### src/rtl/muldiv_unit.sv
// Multi-cycle radix-2 multiply/divide unit with integrated Hi/Lo result registers.
// The operation runs for WIDTH iterations and then spends one fix-up cycle applying the result signs.
module muldiv_unit #(
   parameter int WIDTH = 32
) (
   input  logic             Clk,
   input  logic             Rst,
   input  logic             Start,
   input  logic [1:0]       Op,
   input  logic [WIDTH-1:0] A,
   input  logic [WIDTH-1:0] B,
   input  logic             HiWe,
   input  logic             LoWe,
   input  logic [WIDTH-1:0] WData,
   output logic             Busy,
   output logic             Done,
   output logic             DivByZero,
   output logic [WIDTH-1:0] Hi,
   output logic [WIDTH-1:0] Lo
);
   localparam int CW = $clog2(WIDTH) + 1;
   localparam logic [1:0] S_IDLE = 2'd0;
   localparam logic [1:0] S_RUN  = 2'd1;
   localparam logic [1:0] S_FIX  = 2'd2;

   logic [1:0]         state;
   logic [CW-1:0]      cnt;
   logic               is_div, neg_q, neg_r, b_zero;
   logic [WIDTH-1:0]   mag_a, mag_b;
   logic [2*WIDTH-1:0] acc;

   // Operand decode at Start. Op[0] selects unsigned and Op[1] selects divide.
   logic             a_neg, b_neg;
   logic [WIDTH-1:0] a_mag, b_mag;
   assign a_neg = ~Op[0] & A[WIDTH-1];
   assign b_neg = ~Op[0] & B[WIDTH-1];
   assign a_mag = a_neg ? -A : A;
   assign b_mag = b_neg ? -B : B;

   // Multiply step: acc = {partial product, remaining multiplier bits}.
   logic [WIDTH:0]     mul_sum;
   logic [2*WIDTH-1:0] mul_next;
   assign mul_sum  = {1'b0, acc[2*WIDTH-1:WIDTH]} + {1'b0, mag_a};
   assign mul_next = acc[0] ? {mul_sum, acc[WIDTH-1:1]} : {1'b0, acc[2*WIDTH-1:1]};

   // Divide step: acc = {partial remainder, dividend bits shifting into quotient bits}.
   logic [WIDTH:0]     div_sh, div_diff;
   logic [2*WIDTH-1:0] div_next;
   assign div_sh   = {acc[2*WIDTH-1:WIDTH], acc[WIDTH-1]};
   assign div_diff = div_sh - {1'b0, mag_b};
   assign div_next = div_diff[WIDTH] ? {div_sh[WIDTH-1:0], acc[WIDTH-2:0], 1'b0}
                                     : {div_diff[WIDTH-1:0], acc[WIDTH-2:0], 1'b1};

   logic [2*WIDTH-1:0] prod_fix;
   logic [WIDTH-1:0]   quo, rem, fix_hi, fix_lo;
   assign prod_fix = neg_q ? -acc : acc;
   assign quo      = acc[WIDTH-1:0];
   assign rem      = acc[2*WIDTH-1:WIDTH];

   always_comb begin
      fix_hi = prod_fix[2*WIDTH-1:WIDTH];
      fix_lo = prod_fix[WIDTH-1:0];
      if (is_div) begin
         // neg_r holds sign(A), so the divide-by-zero Hi is the original dividend.
         if (b_zero) begin
            fix_hi = neg_r ? -mag_a : mag_a;
            fix_lo = '1;
         end else begin
            fix_hi = neg_r ? -rem : rem;
            fix_lo = neg_q ? -quo : quo;
         end
      end
   end

   assign Busy = (state != S_IDLE);

   always_ff @(posedge Clk) begin
      if (Rst) begin
         state     <= S_IDLE;
         cnt       <= '0;
         is_div    <= 1'b0;
         neg_q     <= 1'b0;
         neg_r     <= 1'b0;
         b_zero    <= 1'b0;
         mag_a     <= '0;
         mag_b     <= '0;
         acc       <= '0;
         Done      <= 1'b0;
         DivByZero <= 1'b0;
         Hi        <= '0;
         Lo        <= '0;
      end else begin
         Done <= 1'b0;
         case (state)
            S_IDLE: begin
               if (Start) begin
                  is_div <= Op[1];
                  mag_a  <= a_mag;
                  mag_b  <= b_mag;
                  neg_q  <= a_neg ^ b_neg;
                  neg_r  <= a_neg;
                  b_zero <= (B == '0);
                  acc    <= Op[1] ? {{WIDTH{1'b0}}, a_mag} : {{WIDTH{1'b0}}, b_mag};
                  cnt    <= '0;
                  state  <= S_RUN;
               end else begin
                  if (HiWe) Hi <= WData;
                  if (LoWe) Lo <= WData;
               end
            end
            S_RUN: begin
               acc <= is_div ? div_next : mul_next;
               cnt <= cnt + 1'b1;
               if (cnt == CW'(WIDTH - 1)) state <= S_FIX;
            end
            S_FIX: begin
               Hi        <= fix_hi;
               Lo        <= fix_lo;
               DivByZero <= is_div & b_zero;
               Done      <= 1'b1;
               state     <= S_IDLE;
            end
            default: state <= S_IDLE;
         endcase
      end
   end
endmodule

### config.mk
export PLATFORM = sky130hd
export DESIGN_NAME = muldiv_unit
export DESIGN_NICKNAME = d
export VERILOG_FILES = /design/src/rtl/muldiv_unit.sv
export SDC_FILE = /design/constraint.sdc
export NUM_CORES = 1
export LEC_CHECK = 0
export BUFFER_PORTS_ARGS = -buffer_cell sky130_fd_sc_hd__buf_2
export CORE_MARGIN = 5
export CORE_UTILIZATION = 56
export CTS_BUF_LIST = sky130_fd_sc_hd__clkbuf_2 sky130_fd_sc_hd__clkbuf_4 sky130_fd_sc_hd__clkbuf_8
export DETAILED_ROUTE_END_ITERATION = 8
export PLACE_DENSITY = 0.85
export SLEW_MARGIN = 15
export SYNTH_ARGS = -nofsm -noshare
export SYNTH_HDL_FRONTEND = slang
export SYNTH_SLANG_ARGS = --single-unit
### constraint.sdc
create_clock -name Clk -period 4 [get_ports Clk]
set_input_delay 0.6 -clock Clk [delete_from_list [all_inputs] [get_ports Clk]]
set_output_delay 0.6 -clock Clk [all_outputs]
set_load 0.02 [all_outputs]
==> flow_metrics.py <==
metrics = {
    "sta": {
        "worst_slew_pin_slew_ps": 949,
        "slew_violations": 0,
        "rsz0062_at_grt": "false",
        "worst_clock_skew_ps": 20.3,
        "fin_crit_ps": 3650,
        "finalCritPeriodShare": 0.914,
        "fmax_ghz": 0.274,
        "slew_headroom": 0.367,
        "setup_viol": 0,
        "worst_hold_slack_ps": 354,
        "tns_ps": 0,
        "hold_violations": 0,
    },
    "routing": {
        "first_iter_violations": 2280,
        "drc": 0,
        "routed_wl_um": 63100,
        "wl_per_cell_um": 22.4,
        "first_pass_iters": 8,
        "viasPerCell": 6.57,
        "via_count": 18508,
        "drtAntennaViolNets": 0,
    },
    "cells_and_area": {
        "register_area_um2": 4130,
        "multi_input_area_um2": 12000,
        "n_fill_cell": 2641,
        "final_util": 0.636,
        "syn2layout_area_growth_pct": 11.4,
        "antenna_cells": 0,
        "layout.cells.non_filler": 2815,
        "drive_gt1_frac": 0.136,
        "final_nets": 2579,
    },
    "cts": {
        "cts_sinks": 206,
        "cts_buffer_depth": 3,
        "post_cts_buffers": 0,
        "ctsHtreeMaxLevel": 2,
        "clk_latency_ps": 560,
        "hold_buffers": 0,
        "cts_buffers": 36,
        "clk_pin_slew_ps": 60,
        "cts_root_buffer": "clkbuf_8",
        "cts.repair.resized": 0,
        "cts_tree": "built",
    },
    "global_route": {
        "grt_start_max_net_pins": 135,
        "busiest_layer": "met2",
        "grt_pass1_wl_um": 95500,
        "grt_usage": 0.354,
        "antenna_found_initial": 0,
        "grt-ovfl-total": 0,
        "gr-usage-met1": 0.460,
        "met2_usage": 0.558,
        "grt_pass1_vias": 16857,
        "use_met3": 0.0622,
    },
    "setup_path": {
        "ff2ff_setup_slack_ps": 350,
        "crit_path_start_kind": "register",
        "crit_type": "reg -> reg",
        "cp_cell_sequence": "ha_1 > a211o_1 > o21ai_1 > a211oi_1 > nor3_1 > xnor2_2 > buf_12 > nand2_1 > o221ai_1 > o31ai_1",
        "worstPathRequired_ps": 4460,
        "cpMaxStageDelayCell": "dfxtp_1",
        "arrival_ps": 4120,
        "critical-path-max-stage-delay_ps": 670,
        "cp_max_fo": 26,
        "critPathCaptureType": "register",
    },
    "yosys": {
        "synth-seq-cells": 206,
        "async_flop_share": 0,
        "yosysWarnings": 0,
        "synth_edf_count": 0,
        "synth_cell_types": 70,
        "synth_seq_area_share": 0.243,
        "syn_nets": 2490,
        "synth_ff_type": "dfxtp_1",
        "syn_avg_cell_area_um2": 7.34,
        "netlist_instances": 2315,
        "syn-cell-area_um2": 17000,
    },
    "power": {
        "p_per_area_nw_per_um2": 347,
        "power.leakage_nw": 7.55,
        "fin_total_pwr_mw": 6.57,
        "vdd_drop_max_uv": 180,
    },
    "placed_design": {
        "hpwl_um": 48300,
        "post-place-cells": 2754,
        "numPortBuffers": 169,
        "place.gp.congestion": 1.03,
    },
    "floorplan": {
        "num_rows": 63,
        "start_util": 0.570,
        "coreArea_um2": 29800,
        "die_w_um": 184,
        "die_h_um": 184,
        "fp.dieArea_um2": 33900,
        "ios": 170,
    },
    "job": {
        "maxCapViolCount": 0,
    },
    "min_path": {
        "hold_path_class": "in -> reg",
    },
    "status": {
        "status": "finished, final reports clean",
    },
}
[cell families (layout without fill, tap and decap cells)]
logic type      count (synthesis)  after routing  synth area share
mux                            52             52            0.0317
buf+inv                       242            352            0.0540
fa+ha+maj                      72             72            0.0539
simple gates                  781            781             0.212
compound gates                737            737             0.289
xor+xnor                      225            225             0.116
flops                         206            206             0.243
[worst max-delay path, delay by kind of cell, from the launching register on]
kind                       cells  cell delay, ps
and+or+nand+nor                2             770
xor gates and xnor gates       1             230
DFF                            1             670
adders and majority gates      1             420
AOI/OAI and AO/OA              5            1240
buffers and inverters          1             220
[placed cells by master, fill, tap and decap left out, types with 64 or more instances in the layout]
cell	n
buf_2	168
ha_1	70
dfxtp_1	202
buf_4	64
a211oi_1	122
a21oi_1	154
nor2_1	220
xor2_1	99
nand2_1	289
o21ai_0	150
xnor2_1	125
[worst paths after layout]
| check | startpoint | to | cells past startpoint |
|---|---|---|---|
| max | acc[38] | acc[52] | 10 |
| min | WData[1] | Lo[1] | 3 |
| min reg2reg | Hi[15] | Hi[15] | 2 |
| max reg2reg | acc[38] | acc[52] | 10 |
[per-layer routing]
metal | up-vias | part of all wire
met1 | 8524 | 0.39
met3 | 197 | 0.11
met5 | - | 0
met2 | 1199 | 0.44
met4 | 0 | 0.062
li1 | 8588 | -
[final cells by class]
cell class | count | share of cell area
clock buffer | 51 | 0.0338
clock inverter | 8 | 0.00482
inverter | 58 | 0.0115
multi-input combinational | 1867 | 0.633
sequential | 206 | 0.218
tap | 390 | 0.0258
timing repair buffer | 235 | 0.0729
[registers in the layout, summed over array words and instances, names as in the netlist, 2 cells and up]
signal,cells
Hi,32
Lo,32
acc,64
cnt,6
mag_a,32
mag_b,32
state,2
[synthesized netlist by cell type (11+ instances only)]
| library cell | number | share of area |
|---|---|---|
| nand2_1 | 289 | 0.064 |
| nor2_1 | 223 | 0.049 |
| dfxtp_1 | 206 | 0.24 |
| clkbuf_1 | 164 | 0.036 |
| a21oi_1 | 155 | 0.046 |
| o21ai_0 | 150 | 0.044 |
| xnor2_1 | 126 | 0.065 |
| a211oi_1 | 122 | 0.054 |
| xor2_1 | 99 | 0.051 |
| ha_1 | 70 | 0.052 |
| inv_1 | 56 | 0.012 |
| mux2i_1 | 46 | 0.027 |
| o211ai_1 | 46 | 0.020 |
| a311oi_1 | 43 | 0.022 |
| nor3_1 | 43 | 0.013 |
| nor2b_1 | 36 | 0.013 |
| o31ai_1 | 36 | 0.016 |
| nand3_1 | 32 | 0.0094 |
| a21o_1 | 29 | 0.013 |
| nand2b_1 | 27 | 0.0099 |
| or3_1 | 24 | 0.0088 |
| a31oi_1 | 22 | 0.0081 |
| nor4_1 | 18 | 0.0066 |
| buf_1 | 17 | 0.0038 |
| or4_1 | 17 | 0.0075 |
| o41ai_1 | 16 | 0.0082 |
| a221oi_1 | 15 | 0.0077 |
| nand4_1 | 15 | 0.0055 |
| a22o_1 | 12 | 0.0062 |
| and2_1 | 11 | 0.0040 |
| and3_1 | 11 | 0.0040 |
| o21a_1 | 11 | 0.0049 |
| o21bai_1 | 11 | 0.0049 |
[power by group]
| part | leakage (nW) | switching, mW | internal, mW |
|---|---|---|---|
| logic | 5.47 | 1.33 | 0.781 |
| registers | 1.69 | 0.216 | 2.20 |
| clock network | 0.389 | 0.936 | 1.10 |
| total | 7.55 | 2.49 | 4.09 |
[metrics by stage]
step                area, um2  setup WS, ps
floorplan               17000           745
global placement        18200           541
detailed placement      18200           294
CTS                     18900           261
global route            18900           113
finish                  18900           345
No activity file was read; power rests on OpenSTA's default activity.
